## src/rtl/csa_add_sequencer_pkg.sv

```systemverilog
// Shared types and constants for the byte-serial carry-skip add sequencer.
package csa_pkg;

    typedef enum logic [1:0] {
        IDLE = 2'd0,
        RUN  = 2'd1,
        DONE = 2'd2
    } csa_state_e;

    localparam int ID_W           = 1;
    localparam int NBYTES_DEFAULT = 4;

endpackage

```

## src/rtl/csa_add_sequencer_slice8.sv

```systemverilog
// Combinational 8-bit carry-skip adder: two 4-bit ripple blocks, each bypassed
// when all of its bits propagate. Also exposes the carry into bit 7.
module csa_slice8 (
    input  logic [7:0] a,
    input  logic [7:0] b,
    input  logic       cin,
    output logic [7:0] sum,
    output logic       cout,
    output logic       c7in
);

    logic [7:0] p;
    logic [7:0] g;
    logic [7:0] c;
    logic       blk0_cout;

    always_comb begin
        p = a ^ b;
        g = a & b;
        c = '0;
        c[0] = cin;
        for (int i = 1; i < 4; i++) begin
            c[i] = g[i-1] | (p[i-1] & c[i-1]);
        end
        // a fully-propagating block passes its carry-in straight through
        blk0_cout = (&p[3:0]) ? cin : (g[3] | (p[3] & c[3]));
        c[4] = blk0_cout;
        for (int i = 5; i < 8; i++) begin
            c[i] = g[i-1] | (p[i-1] & c[i-1]);
        end
        cout = (&p[7:4]) ? blk0_cout : (g[7] | (p[7] & c[7]));
        sum  = p ^ c;
        c7in = c[7];
    end

endmodule

```

## src/rtl/csa_add_sequencer.sv

```systemverilog
// Round-robin arbitrated multi-byte adder: one shared 8-bit carry-skip slice
// processes the operands LSB byte first, one byte per clock.
module csa_add_sequencer
    import csa_pkg::*;
#(
    parameter  int NBYTES = NBYTES_DEFAULT,
    localparam int W      = 8 * NBYTES,
    localparam int IDX_W  = (NBYTES > 1) ? $clog2(NBYTES) : 1
) (
    input  logic         clk,
    input  logic         rst_n,
    input  logic         req0_valid,
    output logic         req0_ready,
    input  logic [W-1:0] req0_a,
    input  logic [W-1:0] req0_b,
    input  logic         req0_cin,
    input  logic         req1_valid,
    output logic         req1_ready,
    input  logic [W-1:0] req1_a,
    input  logic [W-1:0] req1_b,
    input  logic         req1_cin,
    output logic         rsp_valid,
    input  logic         rsp_ready,
    output logic [W-1:0] rsp_sum,
    output logic         rsp_cout,
    output logic         rsp_ovf,
    output logic         rsp_id,
    output logic         busy
);

    csa_state_e state;
    csa_state_e state_nxt;

    logic [IDX_W-1:0]       idx;
    logic [NBYTES-1:0][7:0] a_q;
    logic [NBYTES-1:0][7:0] b_q;
    logic [NBYTES-1:0][7:0] sum_q;
    logic                   carry_q;
    logic                   cout_q;
    logic                   ovf_q;
    logic [ID_W-1:0]        id_q;
    logic                   last_grant;

    logic grant_any;
    logic grant_id;
    logic accept;
    logic last_step;

    logic [7:0] slice_a;
    logic [7:0] slice_b;
    logic [7:0] slice_sum;
    logic       slice_cout;
    logic       slice_c7in;

    function automatic logic signed_ovf(input logic c_into_msb, input logic c_out_msb);
        return c_into_msb ^ c_out_msb;
    endfunction

    // Arbitration: a lone requester wins; on contention the one not served last wins.
    always_comb begin
        grant_any = req0_valid | req1_valid;
        if (req0_valid && req1_valid) begin
            grant_id = ~last_grant;
        end else begin
            grant_id = req1_valid;
        end
    end

    assign last_step = (idx == IDX_W'(NBYTES - 1));

    always_comb begin
        state_nxt  = state;
        req0_ready = 1'b0;
        req1_ready = 1'b0;
        accept     = 1'b0;
        case (state)
            IDLE: begin
                if (grant_any && rst_n) begin
                    req0_ready = ~grant_id;
                    req1_ready = grant_id;
                    accept     = 1'b1;
                    state_nxt  = RUN;
                end
            end
            RUN: begin
                if (last_step) begin
                    state_nxt = DONE;
                end
            end
            DONE: begin
                if (rsp_ready) begin
                    state_nxt = IDLE;
                end
            end
            default: state_nxt = IDLE;
        endcase
    end

    always_ff @(posedge clk or negedge rst_n) begin
        if (!rst_n) begin
            state <= IDLE;
        end else begin
            state <= state_nxt;
        end
    end

    // Shared slice: always fed with the current byte of the captured operands.
    assign slice_a = a_q[idx];
    assign slice_b = b_q[idx];

    csa_slice8 u_slice (
        .a    (slice_a),
        .b    (slice_b),
        .cin  (carry_q),
        .sum  (slice_sum),
        .cout (slice_cout),
        .c7in (slice_c7in)
    );

    always_ff @(posedge clk or negedge rst_n) begin
        if (!rst_n) begin
            idx        <= '0;
            carry_q    <= 1'b0;
            cout_q     <= 1'b0;
            ovf_q      <= 1'b0;
            id_q       <= '0;
            last_grant <= 1'b1;
            sum_q      <= '0;
        end else if (accept) begin
            idx        <= '0;
            carry_q    <= grant_id ? req1_cin : req0_cin;
            id_q       <= grant_id;
            last_grant <= grant_id;
        end else if (state == RUN) begin
            sum_q[idx] <= slice_sum;
            carry_q    <= slice_cout;
            idx        <= last_step ? '0 : idx + IDX_W'(1);
            if (last_step) begin
                cout_q <= slice_cout;
                ovf_q  <= signed_ovf(slice_c7in, slice_cout);
            end
        end
    end

    // Operands are pure data, sampled only on accept.
    always_ff @(posedge clk) begin
        if (accept) begin
            a_q <= grant_id ? req1_a : req0_a;
            b_q <= grant_id ? req1_b : req0_b;
        end
    end

    assign rsp_valid = (state == DONE);
    assign busy      = (state != IDLE);
    assign rsp_sum   = sum_q;
    assign rsp_cout  = cout_q;
    assign rsp_ovf   = ovf_q;
    assign rsp_id    = id_q;

endmodule
```

## config.mk

```make
export PLATFORM = sky130hd
export DESIGN_NAME = csa_add_sequencer
export DESIGN_NICKNAME = d
export VERILOG_FILES = /design/src/rtl/csa_add_sequencer_pkg.sv /design/src/rtl/csa_add_sequencer_slice8.sv /design/src/rtl/csa_add_sequencer.sv
export SDC_FILE = /design/constraint.sdc
export NUM_CORES = 1
export LEC_CHECK = 0
export CORE_UTILIZATION = 40
export CTS_CLUSTER_SIZE = 8
export DETAILED_ROUTE_END_ITERATION = 7
export PLACE_DENSITY = 0.72
export SYNTH_ARGS = -nofsm -noshare
export SYNTH_HDL_FRONTEND = slang
export SYNTH_SLANG_ARGS = --single-unit
```

## constraint.sdc

```tcl
create_clock -name clk -period 7.2 [get_ports clk]
set_input_delay 1.08 -clock clk [delete_from_list [all_inputs] [get_ports clk]]
set_output_delay 1.08 -clock clk [all_outputs]
set_load 0.02 [all_outputs]
```

Word-level counts from Yosys, hierarchy flattened. Cells that the tools add are included.

Register bits after elaboration: 105. Input bits: 135. Word-level logic and storage cells: 91.

$add $sub $neg: 1. Magnitude comparators: 2. Equal/unequal tests: 6. Muxes and demuxes: 28. Bitwise operators: 24. Reductions and logical operators: 11.

Operators by type and width (number): two-way mux 32 bit (2); binary-select mux 8 bit (select 2 bit) (2); bitwise mux 32 bit (1); two-way mux 8 bit (3); demux 8 bit (select 2 bit) (1); XOR 8 bit (2); two-way mux 1 bit (12); two-way mux 2 bit (6); bitwise OR 1 bit (9); bitwise AND 1 bit (8); bitwise AND 8 bit (1); AND reduction 4 bit (2); one-hot mux 2 bit (3 select lines) (1); AND reduction 3 bit (2); == test 2 bit (second input constant) (2); inequality test 2 bit (second input constant) (2); nonzero test 2 bit (2); logical AND 1 bit (3); less-than comparator 2 x 3 -> 1 bit (second input constant) (1); inverter 1 bit (3); adder 2 x 1 -> 2 bit (second input constant) (1); == test 2 x 1 -> 1 bit (second input constant) (1); >= comparator 2 x 1 -> 1 bit (second input constant) (1); zero test 2 bit (1); 3 further kinds (3).

Logic depth before layout (Yosys ltp). Gate-level depths: netlist of the first run.

Depth after elaboration: 23. Depth in mapped cells: 18.

Modules after synthesis. From an unflattened synthesis of the first run, not the netlist that was laid out.

Cell total of the unflattened synthesis: 302. Area, all modules: 5165.0 um^2.

Modules (own cells, without submodules): csa_add_sequencer (times used 1, cells each 272, area an instance 4828.4 um^2, seq. area each 2949.1 um^2); csa_slice8 (times used 1, cells each 30, area an instance 336.6 um^2, seq. area each 0.0 um^2).

Worst setup path before layout of the first run. OpenSTA, ideal clock, no wires.

Kind: register -> register. From: register idx[0]. To: register ovf_q (netlist: rsp_ovf). Library setup time: 0.126 ns. Arrival: 4.757 ns. Path slack: 2.317 ns. Cell stages (with the launch flop): 17. Path buffers: 2. Cells stage by stage: dfrtp_1 > buf_2 > buf_4 > mux4_2 > fa_1 > fa_1 > fa_1 > mux2_4 > fa_1 > fa_1 > fa_1 > inv_1 > fa_1 > nor2_1 > o2111a_1 > a21oi_1 > nand3_1.

Word-level cells in the longest chain between the ends: 22. Elaborated cells between the ends (all ways): 29. Those cells by class: eq/ne: 1; mux: 6; bitwise: 19; reduce/logical: 3.

Ends and longest elaborated chain: from (decl) (line csa_add_sequencer.sv:34) `logic [IDX_W-1:0] idx;`; from (signal assigned) (line csa_add_sequencer.sv:137) `idx <= last_step ? '0 : idx + IDX_W'(1);`; binary-select mux 8 bit (select 2 bit) (on tied branches) (line csa_add_sequencer.sv:108, csa_add_sequencer.sv:109); two-way mux 8 bit (on tied branches) (line csa_add_sequencer.sv:108, csa_add_sequencer.sv:109); XOR 8 bit (line csa_add_sequencer_slice8.sv:18) `p = a ^ b;`; bitwise AND 1 bit (line csa_add_sequencer_slice8.sv:23) `c[i] = g[i-1] | (p[i-1] & c[i-1]);`; bitwise OR 1 bit (line csa_add_sequencer_slice8.sv:23); bitwise AND 1 bit (line csa_add_sequencer_slice8.sv:23); bitwise OR 1 bit (line csa_add_sequencer_slice8.sv:23); bitwise AND 1 bit (line csa_add_sequencer_slice8.sv:23); [6 not listed]; bitwise AND 1 bit (line csa_add_sequencer_slice8.sv:29) `c[i] = g[i-1] | (p[i-1] & c[i-1]);`; bitwise OR 1 bit (line csa_add_sequencer_slice8.sv:29); bitwise AND 1 bit (line csa_add_sequencer_slice8.sv:29); bitwise OR 1 bit (line csa_add_sequencer_slice8.sv:29); bitwise AND 1 bit (line csa_add_sequencer_slice8.sv:31) `cout = (&p[7:4]) ? blk0_cout : (g[7] | (p[7] & c[7]));`; bitwise OR 1 bit (line csa_add_sequencer_slice8.sv:31); two-way mux 1 bit (line csa_add_sequencer_slice8.sv:31); XOR 1 bit (line csa_add_sequencer.sv:56) `return c_into_msb ^ c_out_msb;`; to (signal assigned) (line csa_add_sequencer.sv:140) `ovf_q <= signed_ovf(slice_c7in, slice_cout);`; to (decl) (line csa_add_sequencer.sv:40) `logic ovf_q;`.

Several ways; a longest one is shown, not always the timed one. The select of a mux whose other input is x is not followed. A chain may end at the register's enable or synchronous reset.

Worst setup path in the final report of the first run. Same ends and word-level chain as after synthesis.

==> results of run 1 <==
layout by cell type, fill, tap and decap left out, types with 3 or more instances in the layout:
cell	n
mux2_2	88
nand2_1	15
mux4_2	16
clkdlybuf4s50_1	172
ha_1	12
buf_4	3
o21ai_0	12
nor2_1	5
edfxtp_1	64
fa_1	8
clkbuf_16	9
inv_1	12
dfrtp_1	40
flip-flops by register name, indices dropped and copies added (netlist names):
| register | cells |
|---|---|
| rsp_cout | 1 |
| b_q | 32 |
| carry_q | 1 |
| rsp_ovf | 1 |
| a_q | 32 |
| rsp_sum | 32 |
| idx | 2 |
| last_grant | 1 |
| rsp_id | 1 |
| state | 2 |
layout make-up:
type / instances / area share (%)
Sequential cell: 105 / 41.0
Clock inverter: 5 / 0.434
Inverter: 13 / 0.678
Multi-Input combinational cell: 179 / 27.5
Tap cell: 168 / 2.92
Timing Repair Buffer: 176 / 24.3
Clock buffer: 11 / 3.23
cells by family (layout without fill, tap and decap cells):
kind of cell | Yosys count | count (layout) | synth area share [%]
flip-flops | 105 | 105 | 58.6
AND/OR/NAND/NOR | 32 | 32 | 3.03
buffers and inverters | 26 | 205 | 2.29
multiplexers | 105 | 105 | 27.1
AO/OA/AOI/OAI | 22 | 22 | 2.81
adder cells (fa/ha/maj) | 20 | 20 | 6.16
path summary, 6_finish.rpt:
path / start / endpoint / slack (ns) / cells after the start
max: idx[0] / rsp_ovf / 1.78 / 15
min: rsp_id / rsp_id / 0.49 / 1
max reg2reg: idx[0] / rsp_ovf / 1.78 / 15
min reg2reg: rsp_id / rsp_id / 0.49 / 1
max in group asynchronous: rst_n / rsp_sum[26] / 5.73 / 1
min in group asynchronous: rst_n / rsp_sum[14] / 0.89 / 1
power groups by stage:
stage | Sequential [mW] | Clock (mW) | Combinational, mW
6_report | 0.971 | 0.434 | 1.33
5_1_grt | 0.997 | 0.468 | 1.45
4_1_cts | 0.975 | 0.444 | 1.34
3_5_place_dp | 0.988 | 0 | 1.34
3_3_place_gp | 0.980 | 0 | 1.29
2_1_floorplan | 1.05 | 0 | 0.754
synthesized netlist by cell type (5+ instances only):
library cell | n | share of area [%]
fa_1 | 8 | 3.2
o21ai_0 | 12 | 1.2
mux4_2 | 16 | 7.2
dfrtp_1 | 40 | 20
buf_2 | 11 | 1.1
nor2_1 | 5 | 0.37
edfxtp_1 | 64 | 38
nand2_1 | 15 | 1.1
ha_1 | 12 | 3.0
mux2_2 | 88 | 20
inv_1 | 13 | 0.97
through the flow:
stage          area [um2]  power [mW]  hold WS [ns]  util, %
2_1_floorplan        5030        1.81         0.501        -
3_5_place_dp         6940        2.32         0.474     57.0
6_report             7200        2.73         0.490     59.2
3_3_place_gp         6940        2.27         0.466     57.0
5_1_grt              7200        2.91         0.521     59.2
4_1_cts              7200        2.76         0.489     59.2
worst reg2reg max path: stages, from the launching register on:
cell	delay, ns
dfrtp_1	0.83
buf_4	0.32
mux4_2	0.57
fa_1	0.46
fa_1	0.39
fa_1	0.37
mux2_4	0.30
fa_1	0.39
fa_1	0.39
fa_1	0.44
inv_1	0.11
fa_1	0.21
nor2_1	0.05
o2111a_1	0.25
a21oi_1	0.12
nand3_1	0.09
layer usage:
| layer | routed length, um | global-route usage (%) |
|---|---|---|
| met1 | 4710 | 22.8 |
| met2 | 5230 | 30.7 |
| met5 | 0 | 0 |
| met3 | 620 | 3.34 |
| met4 | 176 | 6.23 |
==> flow_metrics.env, run 1 <==
export IMPL_die_w_um=114
export IMPL_pre_cts_slack_ns=1.78
export IMPL_worstMarginPinSlew_ns=0.926
export IMPL_pwr_share_seq_pct=35.6
export IMPL_max_stage_delay_ns=0.83
export IMPL_cp_max_fo=15
export IMPL_crit_arrival_ns=5.63
export IMPL_outcome="complete, no violations"
export IMPL_core_area_um2=12200
export IMPL_dp_hpwl_um=8450
export IMPL_htree_levels=3
export IMPL_postCtsHoldBufs=0
export IMPL_crit_type="reg -> reg"
export IMPL_cts_sinks=105
export IMPL_cts_tree="built"
export IMPL_fillerInstances=997
export IMPL_power_density_nw_per_um2=379
export IMPL_ys_ff_latch=105
export IMPL_via_per_inst=4.86
export IMPL_cp_start_kind="register"
export IMPL_multi_input_area_um2=1980
export IMPL_hp_class="reg -> reg"
export IMPL_clk_pin_slew_worst_paths_ns=0.07
export IMPL_place_congestion=0.718
export IMPL_fp_row_count=40
export IMPL_final_nets=639
export IMPL_drive_gt1_share_pct=25.6
export IMPL_clockRootBuffer="clkbuf_16"
export IMPL_clk_latency_ns=0.34
export IMPL_slew_headroom_pct=38.2
export IMPL_p_sw_uw=967
export IMPL_grt_start_max_net_pins=68
export IMPL_timing_final_crit_share_pct=75.2
export IMPL_drc=0
export IMPL_slowest_stage="dfrtp_1"
export IMPL_port_buffers=173
export IMPL_die_area_um2=13000
export IMPL_post_drt_wl_per_cell_um=16.3
export IMPL_synthArstFlopShare_pct=39.0
export IMPL_overflow=0
export IMPL_cts_repair_resized=0
export IMPL_power_frac_comb_pct=48.5
export IMPL_skew_ns=0.00878
export IMPL_hold_violations=0
export IMPL_setup_ws_ns=1.78
export IMPL_finalSetupViolations=0
export IMPL_crit_chain="buf_4 -> mux4_2 -> fa_1 -> fa_1 -> fa_1 -> mux2_4 -> fa_1 -> fa_1 -> fa_1 -> inv_1 -> fa_1 -> nor2_1 -> o2111a_1 -> a21oi_1 -> nand3_1"
export IMPL_yosysSeqAreaShare_pct=58.6
export IMPL_finalSetupTns_ns=0
export IMPL_finalWirelength_um=10700
export IMPL_instances_no_fill=657
export IMPL_drtIter0Drc=140
export IMPL_ant_nets=0
export IMPL_switching_share_pct=35.4
export IMPL_p_leak_nw=2.70
export IMPL_cts_made_buffers=9
export IMPL_timing_critical_path_mode_cell="fa_1"
export IMPL_syn_nets=465
export IMPL_critical_path_required_ns=7.41
export IMPL_register_area_um2=2950
export IMPL_cap_viol_max_count=0
export IMPL_slew_violations=0
export IMPL_vias=3194
export IMPL_dp_cells=641
export IMPL_finalCriticalPeriod_ns=5.42
export IMPL_ios=174
export IMPL_drtPass1Iterations=4
export IMPL_clockBufferDepth=2
export IMPL_start_util_pct=41.4
export IMPL_peakVddDrop_v=0.000184
export IMPL_netlist_area_um2=5030
export IMPL_p_int_mw=1.76
export IMPL_path_buf_inv=2
export IMPL_avgSynthCellArea_um2=16.2
export IMPL_cts_setup_buffers=0
export IMPL_antenna_found_initial=0
export IMPL_synth_ff_type="edfxtp_1"
export IMPL_power_frac_clock_pct=15.9
export IMPL_ys_types=31
export IMPL_yosysWarningCount=0
export IMPL_syn_inst=310
export IMPL_grt_pass1_wl_um=17600
export IMPL_max_freq_mhz=185
export IMPL_diodes=0
export IMPL_grt_setup_unrepaired="false"
export IMPL_cp_end_kind="register"
export IMPL_synthToLayoutAreaGrowth_pct=43.0
export IMPL_synth_edf_count=64
export IMPL_cpLargestDelayFamily="adder cells"
export IMPL_track_usage_pct=17.9
export IMPL_grt_pass1_vias=3475
export IMPL_dieHeight_um=114
Power figures use the tool's default switching activity.
==> run 2, diff against run 1 <==
- PLACE_DENSITY: 0.72 -> 0.75
- clock period: 7.2 -> 4.7 ns (I/O delays scaled with it)
==> flow_metrics.env, run 2 (synthesized netlist as in run 1, its figures left out) <==
export IMPL_postCtsHoldBufs=0
export IMPL_core_area_um2=12200
export IMPL_post_drt_wl_per_cell_um=16.5
export IMPL_skew_ns=0.0103
export IMPL_port_buffers=173
export IMPL_diodes=0
export IMPL_crit_chain="mux4_2 -> inv_1 -> fa_1 -> inv_1 -> fa_2 -> fa_2 -> fa_2 -> mux2_4 -> fa_2 -> fa_2 -> fa_2 -> inv_2 -> fa_2 -> nor2_1 -> o2111a_1 -> a21oi_1 -> nand3_1"
export IMPL_final_common_cell="clkdlybuf4s50_1"
export IMPL_drive_gt1_share_pct=29.7
export IMPL_finalCriticalPeriod_ns=4.54
export IMPL_overflow=0
export IMPL_drtIter0Drc=165
export IMPL_peakVddDrop_v=0.000339
export IMPL_htree_levels=3
export IMPL_crit_type="reg -> reg"
export IMPL_cts_made_buffers=9
export IMPL_clockRootBuffer="clkbuf_16"
export IMPL_crit_arrival_ns=4.77
export IMPL_antenna_found_initial=0
export IMPL_slew_violations=0
export IMPL_power_frac_comb_pct=50.4
export IMPL_max_freq_mhz=220
export IMPL_timing_final_crit_share_pct=96.7
export IMPL_cp_start_kind="register"
export IMPL_p_leak_nw=2.76
export IMPL_slew_headroom_pct=47.7
export IMPL_cts_tree="built"
export IMPL_drc=0
export IMPL_grt_pass1_vias=3402
export IMPL_outcome="complete, no violations"
export IMPL_most_common_layout_cells="clkdlybuf4s50_1, mux2_2, edfxtp_1"
export IMPL_cap_viol_max_count=0
export IMPL_fp_row_count=40
export IMPL_slowest_stage="mux4_2"
export IMPL_finalSetupViolations=0
export IMPL_clockBufferDepth=2
export IMPL_timing_critical_path_mode_cell="fa_2"
export IMPL_pwr_share_seq_pct=32.7
export IMPL_die_area_um2=13000
export IMPL_hold_violations=0
export IMPL_critical_path_required_ns=4.92
export IMPL_p_sw_mw=1.55
export IMPL_dp_cells=649
export IMPL_drtPass1Iterations=4
export IMPL_post_route_util_pct=60.2
export IMPL_cts_sinks=105
export IMPL_instances_no_fill=666
export IMPL_dieHeight_um=114
export IMPL_power_density_nw_per_um2=603
export IMPL_clk_pin_slew_worst_paths_ns=0.07
export IMPL_cp_end_kind="register"
export IMPL_grt_start_max_net_pins=67
export IMPL_clk_latency_ns=0.34
export IMPL_ant_nets=0
export IMPL_synthToLayoutAreaGrowth_pct=45.5
export IMPL_power_frac_clock_pct=16.9
export IMPL_final_nets=648
export IMPL_hp_class="reg -> reg"
export IMPL_p_int_mw=2.87
export IMPL_worstMarginPinSlew_ns=0.785
export IMPL_max_stage_delay_ns=0.52
export IMPL_dp_hpwl_um=8600
export IMPL_path_buf_inv=3
export IMPL_die_w_um=114
export IMPL_track_usage_pct=18.0
export IMPL_grt_pass1_wl_um=17300
export IMPL_via_per_inst=4.82
export IMPL_vias=3207
export IMPL_ios=174
export IMPL_start_util_pct=41.4
export IMPL_grt_setup_unrepaired="false"
export IMPL_place_congestion=0.760
export IMPL_finalSetupTns_ns=0
export IMPL_switching_share_pct=35.1
export IMPL_cp_max_fo=4
export IMPL_cpLargestDelayFamily="adder cells"
export IMPL_finalWirelength_um=11000
==> run 2: worst reg2reg max path: cells and delay by family, from the launching register on <==
kind / cells / cell delay, ns
and+or+nand+nor: 2 / 0.13
AOI/OAI and AO/OA: 2 / 0.36
DFF: 1 / 0.40
muxes: 2 / 0.80
buffers and inverters: 3 / 0.22
adders and majority gates: 8 / 2.50
==> run 2: area by class of cell <==
cell class                 instances  area [um2]
multi-input combinational        179        2000
clock buffer                       9         225
sequential                       105        2950
clock inverter                     7        77.6
timing repair buffer             185        1820
inverter                          13        48.8
fill                             945        4840
tap                              168         210
==> run 2: path summary, 6_finish.rpt <==
check	slack [ns]	startpoint	cells past startpoint	end
setup / recovery	0.16	idx[0]	17	rsp_ovf
hold / removal	0.49	rsp_ovf	2	rsp_ovf
setup reg to reg	0.16	idx[0]	17	rsp_ovf
hold reg to reg	0.49	rsp_ovf	2	rsp_ovf
max in group asynchronous	3.82	rst_n	2	idx[0]
min in group asynchronous	0.50	rst_n	2	rsp_sum[5]
==> run 2: power groups by stage <==
stage,combinational (mW),sequential (mW),clock (mW)
after CTS,2.23,1.45,0.761
final,2.23,1.44,0.748
after floorplan,1.17,1.61,0
after global routing,2.43,1.47,0.800
after global placement,2.11,1.46,0
after detailed placement,2.18,1.46,0
==> run 2: what timing repair did <==
item                                    in CTS  in global routing
pin swaps                                    1                  2
endpoints found under the setup margin       1                  7
buffers inserted                             1                  0
gates resized for setup                      3                  6
==> run 2: layer usage <==
layer | GRT usage (%) | up-vias | routed length, um
met1 | 22.2 | 1538 | 4640
met3 | 3.71 | 11 | 551
met4 | 6.32 | 0 | 213
li1 | - | 1532 | -
met5 | 0 | - | 0
met2 | 31.3 | 126 | 5570
==> run 2: metrics by stage <==
stage               hold WS [ns]  worst slack (ns)  instance area, um2  power, mW
global placement           0.472            0.0602                7000       3.57
detailed placement         0.474           -0.0367                7000       3.64
CTS                        0.490            0.0152                7310       4.43
floorplan                  0.409            0.0266                5050       2.78
global route               0.513            0.0144                7320       4.71
finish                     0.489             0.156                7320       4.42
